File: config.mk
export PLATFORM = sky130hd
export DESIGN_NAME = cpu_sram_axi_bridge
export DESIGN_NICKNAME = d
export VERILOG_FILES = /design/src/rtl/cpu_sram_axi_bridge.sv
export SDC_FILE = /design/constraint.sdc
export NUM_CORES = 1
export LEC_CHECK = 0
export CORE_AREA = 2 2 145 147
export DETAILED_ROUTE_END_ITERATION = 10
export DIE_AREA = 0 0 147 149
export GPL_ROUTABILITY_DRIVEN = 0
export MAX_ROUTING_LAYER = met4
export PLACE_DENSITY = 0.72
export SYNTH_ARGS = -nofsm -noshare
export SYNTH_HDL_FRONTEND = slang
export SYNTH_SLANG_ARGS = --single-unit
File: constraint.sdc
create_clock -name clk -period 3 [get_ports clk]
set_input_delay 0.45 -clock clk [delete_from_list [all_inputs] [get_ports clk]]
set_output_delay 0.45 -clock clk [all_outputs]
set_load 0.005 [all_outputs]
File: src/rtl/cpu_sram_axi_bridge.sv
// Bridge from the CPU's two SRAM-like ports (inst fetch, data access) to one AXI3 master.
// One outstanding single-beat read and one outstanding single-beat write; data reads beat inst reads.
module cpu_sram_axi_bridge #(
  parameter logic [3:0] ID_INST = 4'd0,
  parameter logic [3:0] ID_DATA = 4'd1
) (
  input  logic        clk,
  input  logic        resetn,
  // instruction port
  input  logic        inst_req,
  input  logic [1:0]  inst_size,
  input  logic [31:0] inst_addr,
  output logic        inst_addr_ok,
  output logic        inst_data_ok,
  output logic [31:0] inst_rdata,
  // data port
  input  logic        data_req,
  input  logic        data_wr,
  input  logic [1:0]  data_size,
  input  logic [3:0]  data_wstrb,
  input  logic [31:0] data_addr,
  input  logic [31:0] data_wdata,
  output logic        data_addr_ok,
  output logic        data_data_ok,
  output logic [31:0] data_rdata,
  // AXI read address / data
  output logic [3:0]  arid,
  output logic [31:0] araddr,
  output logic [3:0]  arlen,
  output logic [2:0]  arsize,
  output logic [1:0]  arburst,
  output logic [1:0]  arlock,
  output logic [3:0]  arcache,
  output logic [2:0]  arprot,
  output logic        arvalid,
  input  logic        arready,
  input  logic [3:0]  rid,
  input  logic [31:0] rdata,
  input  logic        rvalid,
  output logic        rready,
  // AXI write address / data / response
  output logic [3:0]  awid,
  output logic [31:0] awaddr,
  output logic [3:0]  awlen,
  output logic [2:0]  awsize,
  output logic [1:0]  awburst,
  output logic [1:0]  awlock,
  output logic [3:0]  awcache,
  output logic [2:0]  awprot,
  output logic        awvalid,
  input  logic        awready,
  output logic [3:0]  wid,
  output logic [31:0] wdata,
  output logic [3:0]  wstrb,
  output logic        wlast,
  output logic        wvalid,
  input  logic        wready,
  input  logic        bvalid,
  output logic        bready
);

  typedef enum logic [1:0] {R_IDLE, R_AR, R_R} r_state_e;
  typedef enum logic [1:0] {W_IDLE, W_REQ, W_B} w_state_e;

  r_state_e    r_rstate;
  w_state_e    r_wstate;
  logic [3:0]  r_arid;
  logic [31:0] r_araddr;
  logic [1:0]  r_arsize;
  logic        r_arvalid, r_rready;
  logic [31:0] r_inst_rdata, r_data_rdata;
  logic        r_inst_data_ok, r_data_data_ok;
  logic [31:0] r_awaddr, r_wdata;
  logic [1:0]  r_awsize;
  logic [3:0]  r_wstrb;
  logic        r_awvalid, r_wvalid, r_bready, r_aw_done, r_w_done;

  logic w_r_idle, w_w_idle, w_data_rd_busy;
  logic w_data_rd_acc, w_data_wr_acc, w_inst_acc;
  logic w_aw_fin, w_w_fin, w_rd_data_done, w_wr_done;

  // NOTE: acceptance is plain continuous logic off registered state, so no latch can form.
  assign w_r_idle       = (r_rstate == R_IDLE);
  assign w_w_idle       = (r_wstate == W_IDLE);
  assign w_data_rd_busy = !w_r_idle && (r_arid == ID_DATA);

  // Stores must not finish alongside a data-owned read; loads wait out any store (RAW safety).
  assign data_addr_ok  = data_wr ? (w_w_idle && !w_data_rd_busy) : (w_r_idle && w_w_idle);
  assign w_data_rd_acc = data_req && !data_wr && data_addr_ok;
  assign w_data_wr_acc = data_req &&  data_wr && data_addr_ok;
  assign inst_addr_ok  = w_r_idle && !w_data_rd_acc;
  assign w_inst_acc    = inst_req && inst_addr_ok;

  assign w_aw_fin       = r_aw_done || (r_awvalid && awready);
  assign w_w_fin        = r_w_done  || (r_wvalid  && wready);
  assign w_rd_data_done = (r_rstate == R_R) && rvalid && (rid != ID_INST);
  assign w_wr_done      = (r_wstate == W_B) && bvalid;

  // NOTE: every state register below uses <= so all flops update together at the edge.
  always_ff @(posedge clk or negedge resetn) begin
    if (!resetn) begin
      r_rstate       <= R_IDLE;
      r_arid         <= '0;
      r_araddr       <= '0;
      r_arsize       <= '0;
      r_arvalid      <= 1'b0;
      r_rready       <= 1'b0;
      r_inst_rdata   <= '0;
      r_data_rdata   <= '0;
      r_inst_data_ok <= 1'b0;
    end else begin
      r_inst_data_ok <= 1'b0;
      case (r_rstate)
        R_IDLE: begin
          if (w_data_rd_acc) begin
            r_arid    <= ID_DATA;
            r_araddr  <= data_addr;
            r_arsize  <= data_size;
            r_arvalid <= 1'b1;
            r_rstate  <= R_AR;
          end else if (w_inst_acc) begin
            r_arid    <= ID_INST;
            r_araddr  <= inst_addr;
            r_arsize  <= inst_size;
            r_arvalid <= 1'b1;
            r_rstate  <= R_AR;
          end
        end
        R_AR: begin
          if (arready) begin
            r_arvalid <= 1'b0;
            r_rready  <= 1'b1;
            r_rstate  <= R_R;
          end
        end
        R_R: begin
          if (rvalid) begin
            r_rready <= 1'b0;
            r_rstate <= R_IDLE;
            if (rid == ID_INST) begin
              r_inst_rdata   <= rdata;
              r_inst_data_ok <= 1'b1;
            end else begin
              r_data_rdata <= rdata;
            end
          end
        end
        default: r_rstate <= R_IDLE;
      endcase
    end
  end

  always_ff @(posedge clk or negedge resetn) begin
    if (!resetn) begin
      r_wstate  <= W_IDLE;
      r_awaddr  <= '0;
      r_awsize  <= '0;
      r_wdata   <= '0;
      r_wstrb   <= '0;
      r_awvalid <= 1'b0;
      r_wvalid  <= 1'b0;
      r_bready  <= 1'b0;
      r_aw_done <= 1'b0;
      r_w_done  <= 1'b0;
    end else begin
      case (r_wstate)
        W_IDLE: begin
          if (w_data_wr_acc) begin
            r_awaddr  <= data_addr;
            r_awsize  <= data_size;
            r_wdata   <= data_wdata;
            r_wstrb   <= data_wstrb;
            r_awvalid <= 1'b1;
            r_wvalid  <= 1'b1;
            r_aw_done <= 1'b0;
            r_w_done  <= 1'b0;
            r_wstate  <= W_REQ;
          end
        end
        W_REQ: begin
          if (r_awvalid && awready) begin
            r_awvalid <= 1'b0;
            r_aw_done <= 1'b1;
          end
          if (r_wvalid && wready) begin
            r_wvalid <= 1'b0;
            r_w_done <= 1'b1;
          end
          if (w_aw_fin && w_w_fin) begin
            r_bready <= 1'b1;
            r_wstate <= W_B;
          end
        end
        W_B: begin
          if (bvalid) begin
            r_bready <= 1'b0;
            r_wstate <= W_IDLE;
          end
        end
        default: r_wstate <= W_IDLE;
      endcase
    end
  end

  // Data reads and writes never complete in the same cycle, so one pulse register serves both.
  always_ff @(posedge clk or negedge resetn) begin
    if (!resetn) r_data_data_ok <= 1'b0;
    else         r_data_data_ok <= w_rd_data_done || w_wr_done;
  end

  assign inst_data_ok = r_inst_data_ok;
  assign inst_rdata   = r_inst_rdata;
  assign data_data_ok = r_data_data_ok;
  assign data_rdata   = r_data_rdata;

  assign arid    = r_arid;
  assign araddr  = r_araddr;
  assign arsize  = {1'b0, r_arsize};
  assign arvalid = r_arvalid;
  assign rready  = r_rready;
  assign arlen   = 4'd0;
  assign arburst = 2'b01;
  assign arlock  = 2'b00;
  assign arcache = 4'd0;
  assign arprot  = 3'd0;

  assign awid    = ID_DATA;
  assign awaddr  = r_awaddr;
  assign awsize  = {1'b0, r_awsize};
  assign awvalid = r_awvalid;
  assign awlen   = 4'd0;
  assign awburst = 2'b01;
  assign awlock  = 2'b00;
  assign awcache = 4'd0;
  assign awprot  = 3'd0;
  assign wid     = ID_DATA;
  assign wdata   = r_wdata;
  assign wstrb   = r_wstrb;
  assign wlast   = 1'b1;
  assign wvalid  = r_wvalid;
  assign bready  = r_bready;

endmodule

==> reports/metrics.cfg, run 1 <==
[status]
status = finished, final reports clean

[synthesis]
ys_seq_area_share_pct = 58.54
synth_xor_area_share_pct = 0
synth.area.mux_share_pct = 30.64
yosys_warnings = 0
synth_cell_types = 30
syn_avg_cell_area_um2 = 15.53
synth_top_family_by_area = multiplexers
yosys_most_used_dff = dfrtp_1
synth_seq_cells = 182
synth-adder-area-share_pct = 0
synthArstFlopShare_pct = 100.0
synth-compound-area-share_pct = 1.656
synth_edf_count = 0
synthCells = 501
syn_area_mm2 = 0.007780
yosys.area_share.simple_pct = 1.994

[placed_design]
portBuffers = 327
placed_cells = 1090
dp_hpwl_um = 14310

[final_layout]
area.growth.synth_to_final_pct = 51.46
drive_above_1_share_pct = 21.96
instances_no_fill = 1122
nets = 984
num_antenna_cells = 0
fillers = 1711

[cts]
clock-sinks = 182
cts_tree = built
cts_setup_buffers = 0
cts.clk_slew.worst_paths_ns = 0.08
clockRootBuffer = clkbuf_16
clk_latency_ns = 0.43
clockBufferDepth = 2
cts.repair.resized = 0
hold_buffers = 0
htree_levels = 4
cts_buffers = 17

[floorplanning]
initial_core_util_pct = 37.85
die_y_um = 149
dieArea_mm2 = 0.02190
rows = 53
fp.dieW_um = 147
num_io_pins = 372
core-area_mm2 = 0.02056

[global_routing]
grt_first_pass_wirelength_um = 29290
grtUsageTotal_pct = 18.04
grt_max_degree = 65
antenna_found_initial = 0
first_global_vias = 5346
grt.overflow.total = 0

[pwr]
p_sw_uw = 3153
p_clk_share_pct = 19.5
combPwrFrac_pct = 42.7
powerDensity_mw_per_mm2 = 945.5
seq_power_share_pct = 37.7
cellLeakagePower_uw = 0.005023
p_int_uw = 7989
switching_share_pct = 28.29
irDropWorstVdd_uv = 469.1

[detailed_routing]
dr.pass1.iters = 4
drtAntennaViolNets = 0
drtIter0Drc = 85
routed_wl_um = 19200
wl_per_cell_um = 17.11
vias = 5102
viasPerCell = 4.547
drc = 0

[sta]
tightestPinTransition_ns = 0.8833
relSlewSlack_pct = 41.09
finalClockSkew_ns = 0.01061
grt_setup_unrepaired = no
timing.fmax_ghz = 0.4204
drv_slew = 0
hold_violations = 0
fin_crit_sh_pct = 79.29
fin_crit_ns = 2.379
timing.hold.ws_ns = 0.01413
setup_violations = 0
fin_setup_tns_ns = 0

[hold_path]
worstHoldPathType = in2async

[flow_run]
maxCapViolations = 0

[setup_path]
crit_buf_inv = 1
critical-path-max-stage-delay_ns = 0.50
cp.arrival_ns = 1.93
crit_type = reg2out
crit_path_max_fanout = 9
path_cells = nor2_4 > nand4b_1 > and2_1 > clkdlybuf4s50_1
crit_cells = 4
r2r_cells = 4
cpLargestDelayFamily = simple AND/OR/NAND/NOR gates
cp-start-kind = flop
cp.required_ns = 2.55
endpoint_kind = primary output
crit_path_top_delay_cell = dfrtp_1

[metal layers]
metal,part of all wire (%),global-route usage (%),vias up
met4,2.2,6.635,0
met3,7.9,5.719,27
li1,-,-,2340
met2,49,29.08,230
met1,41,21.40,2505
met5,0,-,-
[sequential cells by signal, indices dropped and copies added, names as in the netlist, 2 cells and up]
signal,flops
wdata,32
data_rdata,32
r_wstate,2
r_arsize,2
r_awsize,2
awaddr,32
wstrb,4
inst_rdata,32
r_rstate,2
araddr,32
[Yosys cell counts (2+ instances only)]
library cell	number	area [um^2]
dfrtp_1	182	4554
a21o_1	3	22.52
a21oi_1	7	35.03
o22ai_1	2	12.51
buf_6	13	146.4
nand2_1	6	22.52
nor3_1	2	10.01
o21ai_0	5	25.02
mux2_1	67	754.5
buf_4	46	345.3
nor2_1	4	15.01
mux2_4	29	435.4
conb_1	2	7.510
mux2_2	106	1194
buf_2	8	40.04
inv_1	5	18.77
[path summary, 6_finish.rpt]
| check | from | to | slack (ns) |
|---|---|---|---|
| max | r_rstate[1] | inst_addr_ok | 0.62 |
| min | resetn | awaddr[10] | 0.01 |
| max reg2reg | r_rstate[1] | wdata[1] | 0.84 |
| min reg2reg | r_aw_done | r_aw_done | 0.48 |
| max in group asynchronous | resetn | awaddr[14] | 2.30 |
| min in group clk | r_aw_done | r_aw_done | 0.48 |
[through the flow]
stage | util [%] | total power [uW] | instance area (um^2) | setup WS, ns
6_report | 57.32 | 11140 | 11780 | 0.6213
5_1_grt | 57.32 | 11810 | 11780 | 0.4624
4_1_cts | 57.32 | 11310 | 11780 | 0.5809
3_5_place_dp | 54.49 | 9073 | 11200 | 0.5024
3_3_place_gp | 54.49 | 8975 | 11200 | 0.5179
2_1_floorplan | - | 6126 | 7938 | 1.252
[area by class of cell]
class	count	area, um^2	area share (%)
Sequential cell	182	4554	38.65
Timing Repair Buffer	339	3440	29.19
Multi-Input combinational cell	289	2845	24.15
Clock buffer	19	442.9	3.759
Tap cell	275	344.1	2.920
Clock inverter	13	138.9	1.179
Inverter	5	18.77	0.1593
[cells by family after synthesis]
kind of cell    after synthesis
compound gates               20
buf+inv                      72
flops                       182
mux                         202
other cells                   2
simple gates                 23
[placed cells by master (no fill, tap or decap)]
cell type / n
nand3_1: 1
nand2b_1: 1
nor3b_1: 1
a21o_1: 3
mux2_4: 29
nor4_4: 1
inv_6: 1
nor3_1: 2
nand4b_1: 1
o21ai_0: 5
buf_4: 6
a21oi_1: 7
nor2_1: 4
buf_12: 6
inv_8: 4
nor2_2: 1
clkinv_8: 2
nor3b_4: 1
mux2_1: 67
o21ba_2: 1
clkbuf_1: 1
clkdlybuf4s50_1: 326
buf_6: 1
and2_1: 1
nand2_1: 6
clkbuf_8: 1
o2111ai_4: 1
conb_1: 44
inv_1: 5
o22ai_1: 2
nor2_4: 1
clkbuf_16: 17
clkinv_4: 6
o311ai_0: 1
and4_2: 1
nand3b_1: 1
mux2_2: 106
dfrtp_1: 182
[power groups by stage]
stage	registers, uW	clock network [uW]	logic (uW)
CTS	4220	2240	4850
global route	4350	2350	5110
floorplan	4290	0	1840
global placement	4210	0	4760
finish	4200	2180	4760
detailed placement	4260	0	4820
(Power assumes the default switching activity.)
==> run 2: changes to the inputs <==
- CORE_AREA: 2 2 145 147 -> unset
- CORE_ASPECT_RATIO: unset -> 1.5
- CORE_MARGIN: unset -> 2
- CORE_UTILIZATION: unset -> 37
- DIE_AREA: 0 0 147 149 -> unset
- PLACE_DENSITY: 0.72 -> 0.73
- clock period: 3 -> 2.1 ns (I/O delays scaled with it)
==> run 2 against run 1 <==
Compared with the run above:
- global-route usage is 0.44 points higher
- clock skew is 0.0014 ns lower
- sequential power is 42% higher
- largest power group unchanged
- highest routed layer unchanged
==> reports/metrics.cfg, run 2 (same netlist as run 1, synthesis figures left out) <==
[sta]
timing.fmax_ghz = 0.5268
finalClockSkew_ns = 0.009182  ; -0.001428 ns
tightestPinTransition_ns = 0.5497  ; -0.3337 ns
fin_crit_ns = 1.898
drv_slew = 0  ; unchanged
timing.hold.ws_ns = 0.3161  ; +0.3020 ns
fin_crit_sh_pct = 90.40
relSlewSlack_pct = 63.35  ; +22 points
grt_setup_unrepaired = no
hold_violations = 0  ; unchanged
setup_violations = 0  ; unchanged

[detailed_routing]
routed_wl_um = 19660  ; +2.4%
viasPerCell = 4.587  ; +0.88%
dr.pass1.iters = 5  ; +1
vias = 5156  ; +1.1%
drc = 0  ; unchanged
drtIter0Drc = 204  ; +140%
wl_per_cell_um = 17.49  ; +2.2%
drtAntennaViolNets = 0  ; unchanged

[placed_design]
portBuffers = 327  ; unchanged
dp_hpwl_um = 14530  ; +1.6%
place_area_mm2 = 0.01122  ; +0.17%

[setup_path]
crit_path_top_delay_cell = o2111ai_4
cp-start-kind = flop
crit_type = reg2reg
path_cells = nor2_4 > buf_4 > buf_4 > o2111ai_4 > buf_12 > mux2_2
r2r_cells = 6  ; +2
endpoint_kind = flop
crit_top_cell = buf_4
cpLargestDelayFamily = buffers and inverters
crit_path_max_fanout = 35  ; +26
crit_cells = 6  ; +2
crit_buf_inv = 3  ; +2
critical-path-max-stage-delay_ns = 0.41  ; -0.09 ns
cp.required_ns = 2.41  ; -0.14 ns
cp.arrival_ns = 2.21  ; +0.28 ns

[cts]
clockRootBuffer = clkbuf_16
cts_buffers = 17  ; unchanged
htree_levels = 4  ; unchanged
clockBufferDepth = 2  ; unchanged
cts_tree = built
clock-sinks = 182  ; unchanged
clk_latency_ns = 0.43  ; about the same
cts.clk_slew.worst_paths_ns = 0.06  ; -0.02 ns

[global_routing]
grt_max_degree = 92  ; +42%
first_global_vias = 5532  ; +3.5%
antenna_found_initial = 0  ; unchanged
grtUsageTotal_pct = 18.48  ; +0.44 points
grt_first_pass_wirelength_um = 29910  ; +2.1%
grt.overflow.total = 0  ; unchanged

[floorplanning]
num_io_pins = 372  ; unchanged
die_y_um = 181.6  ; +22%
core-area_mm2 = 0.02082  ; +1.3%
initial_core_util_pct = 37.37  ; -0.48 points
fp.dieW_um = 122.4  ; -17%
rows = 65  ; +23%
dieArea_mm2 = 0.02223  ; +1.5%

[final_layout]
final_cell_mix = clkdlybuf4s50_1, dfrtp_1, mux2_2, mux2_1, conb_1
drive_above_1_share_pct = 22.90  ; +0.94 points
num_antenna_cells = 0  ; unchanged
fin_util_pct = 57.07  ; -0.25 points
layout_commonest_cell = clkdlybuf4s50_1
nets = 994  ; +1.0%
area.growth.synth_to_final_pct = 52.73
design_area_mm2 = 0.01188  ; +0.84%

[hold_path]
worstHoldPathType = in2async

[pwr]
p_total_uw = 16260  ; +46%
cellLeakagePower_uw = 0.005088  ; +1.3%
powerDensity_mw_per_mm2 = 1368  ; +45%
irDropWorstVdd_uv = 759.8  ; +62%

[status]
status = finished, final reports clean

[flow_run]
maxCapViolations = 0  ; unchanged

[run 2: cell types whose count changed in the layout (fill, tap and decap cells not counted), moves of 2 or more]
cell             delta
inv_8               -4
clkinv_4            -4
clkinv_8            -2
clkinv_2            +3
clkbuf_1            +2
clkdlybuf4s50_1     -2
dfrtp_2             +2
bufinv_16           +3
buf_4               +8
clkbuf_8            +2
dfrtp_1             -2
[run 2: per-layer routing]
metal | vias to the layer above | track usage (%) | share of wire [%]
li1 | 2355 | - | -
met1 | 2534 | 20.19 | 38
met3 | 37 | 6.250 | 7.5
met4 | 0 | 8.736 | 3.3
met5 | - | - | 0
met2 | 230 | 29.98 | 51
[run 2: repair_timing]
item                       4_1_cts  5_1_grt
pin swaps                        2        1
setup buffers                    6        1
hold endpoints to repair        24        0
setup endpoints to repair        2        1
hold buffers                     1        0
resized for setup                4        3
[run 2: worst reg2reg max path: cells and delay by family, from the launching register on]
| kind | cells | cell delay [ns] |
|---|---|---|
| AND/OR/NAND/NOR | 1 | 0.06 |
| buffers and inverters | 3 | 0.53 |
| flip-flops | 1 | 0.40 |
| AO/OA/AOI/OAI | 1 | 0.41 |
| multiplexers | 1 | 0.38 |
[run 2: metrics by stage]
step | TNS (ns) | setup WS, ns | instances
5_1_grt | 0 | 0.09589 | 1124
3_5_place_dp | -0.1315 | -0.01319 | 1085
3_3_place_gp | 0 | 0.01204 | 1085
2_1_floorplan | 0 | 0.3523 | 543
6_report | 0 | 0.2017 | 1124
4_1_cts | 0 | 0.02657 | 1123
[run 2: cell type report]
type	count	area, um^2
Tap cell	268	335.3
Fill cell	1740	8937
Sequential cell	182	4557
Clock inverter	8	122.6
Inverter	5	18.77
Timing Repair Buffer	349	3523
Clock buffer	23	478.0
Multi-Input combinational cell	289	2848
[run 2: power breakdown]
| group | switching, uW | total, uW | internal, uW | leakage [uW] |
|---|---|---|---|---|
| Combinational | 2240 | 7010 | 4770 | 0.00258 |
| Sequential | 826 | 5970 | 5140 | 0.00221 |
| Clock | 1310 | 3270 | 1960 | 0.000297 |
[run 2: final timing paths]
kind	start	to	slack, ns
max	r_rstate[1]	wdata[9]	0.20
min in group clk	data_wdata[17]	wdata[17]	0.47
max reg2reg	r_rstate[1]	wdata[9]	0.20
min	resetn	awaddr[14]	0.32
max in group asynchronous	resetn	wdata[16]	1.01
min reg2reg	r_w_done	r_w_done	0.48
==> run 3: changes to the inputs <==
- CAP_MARGIN: unset -> 20
==> results of run 3 <==
No change in the layout: final DEF, timing and power equal those of run 2.
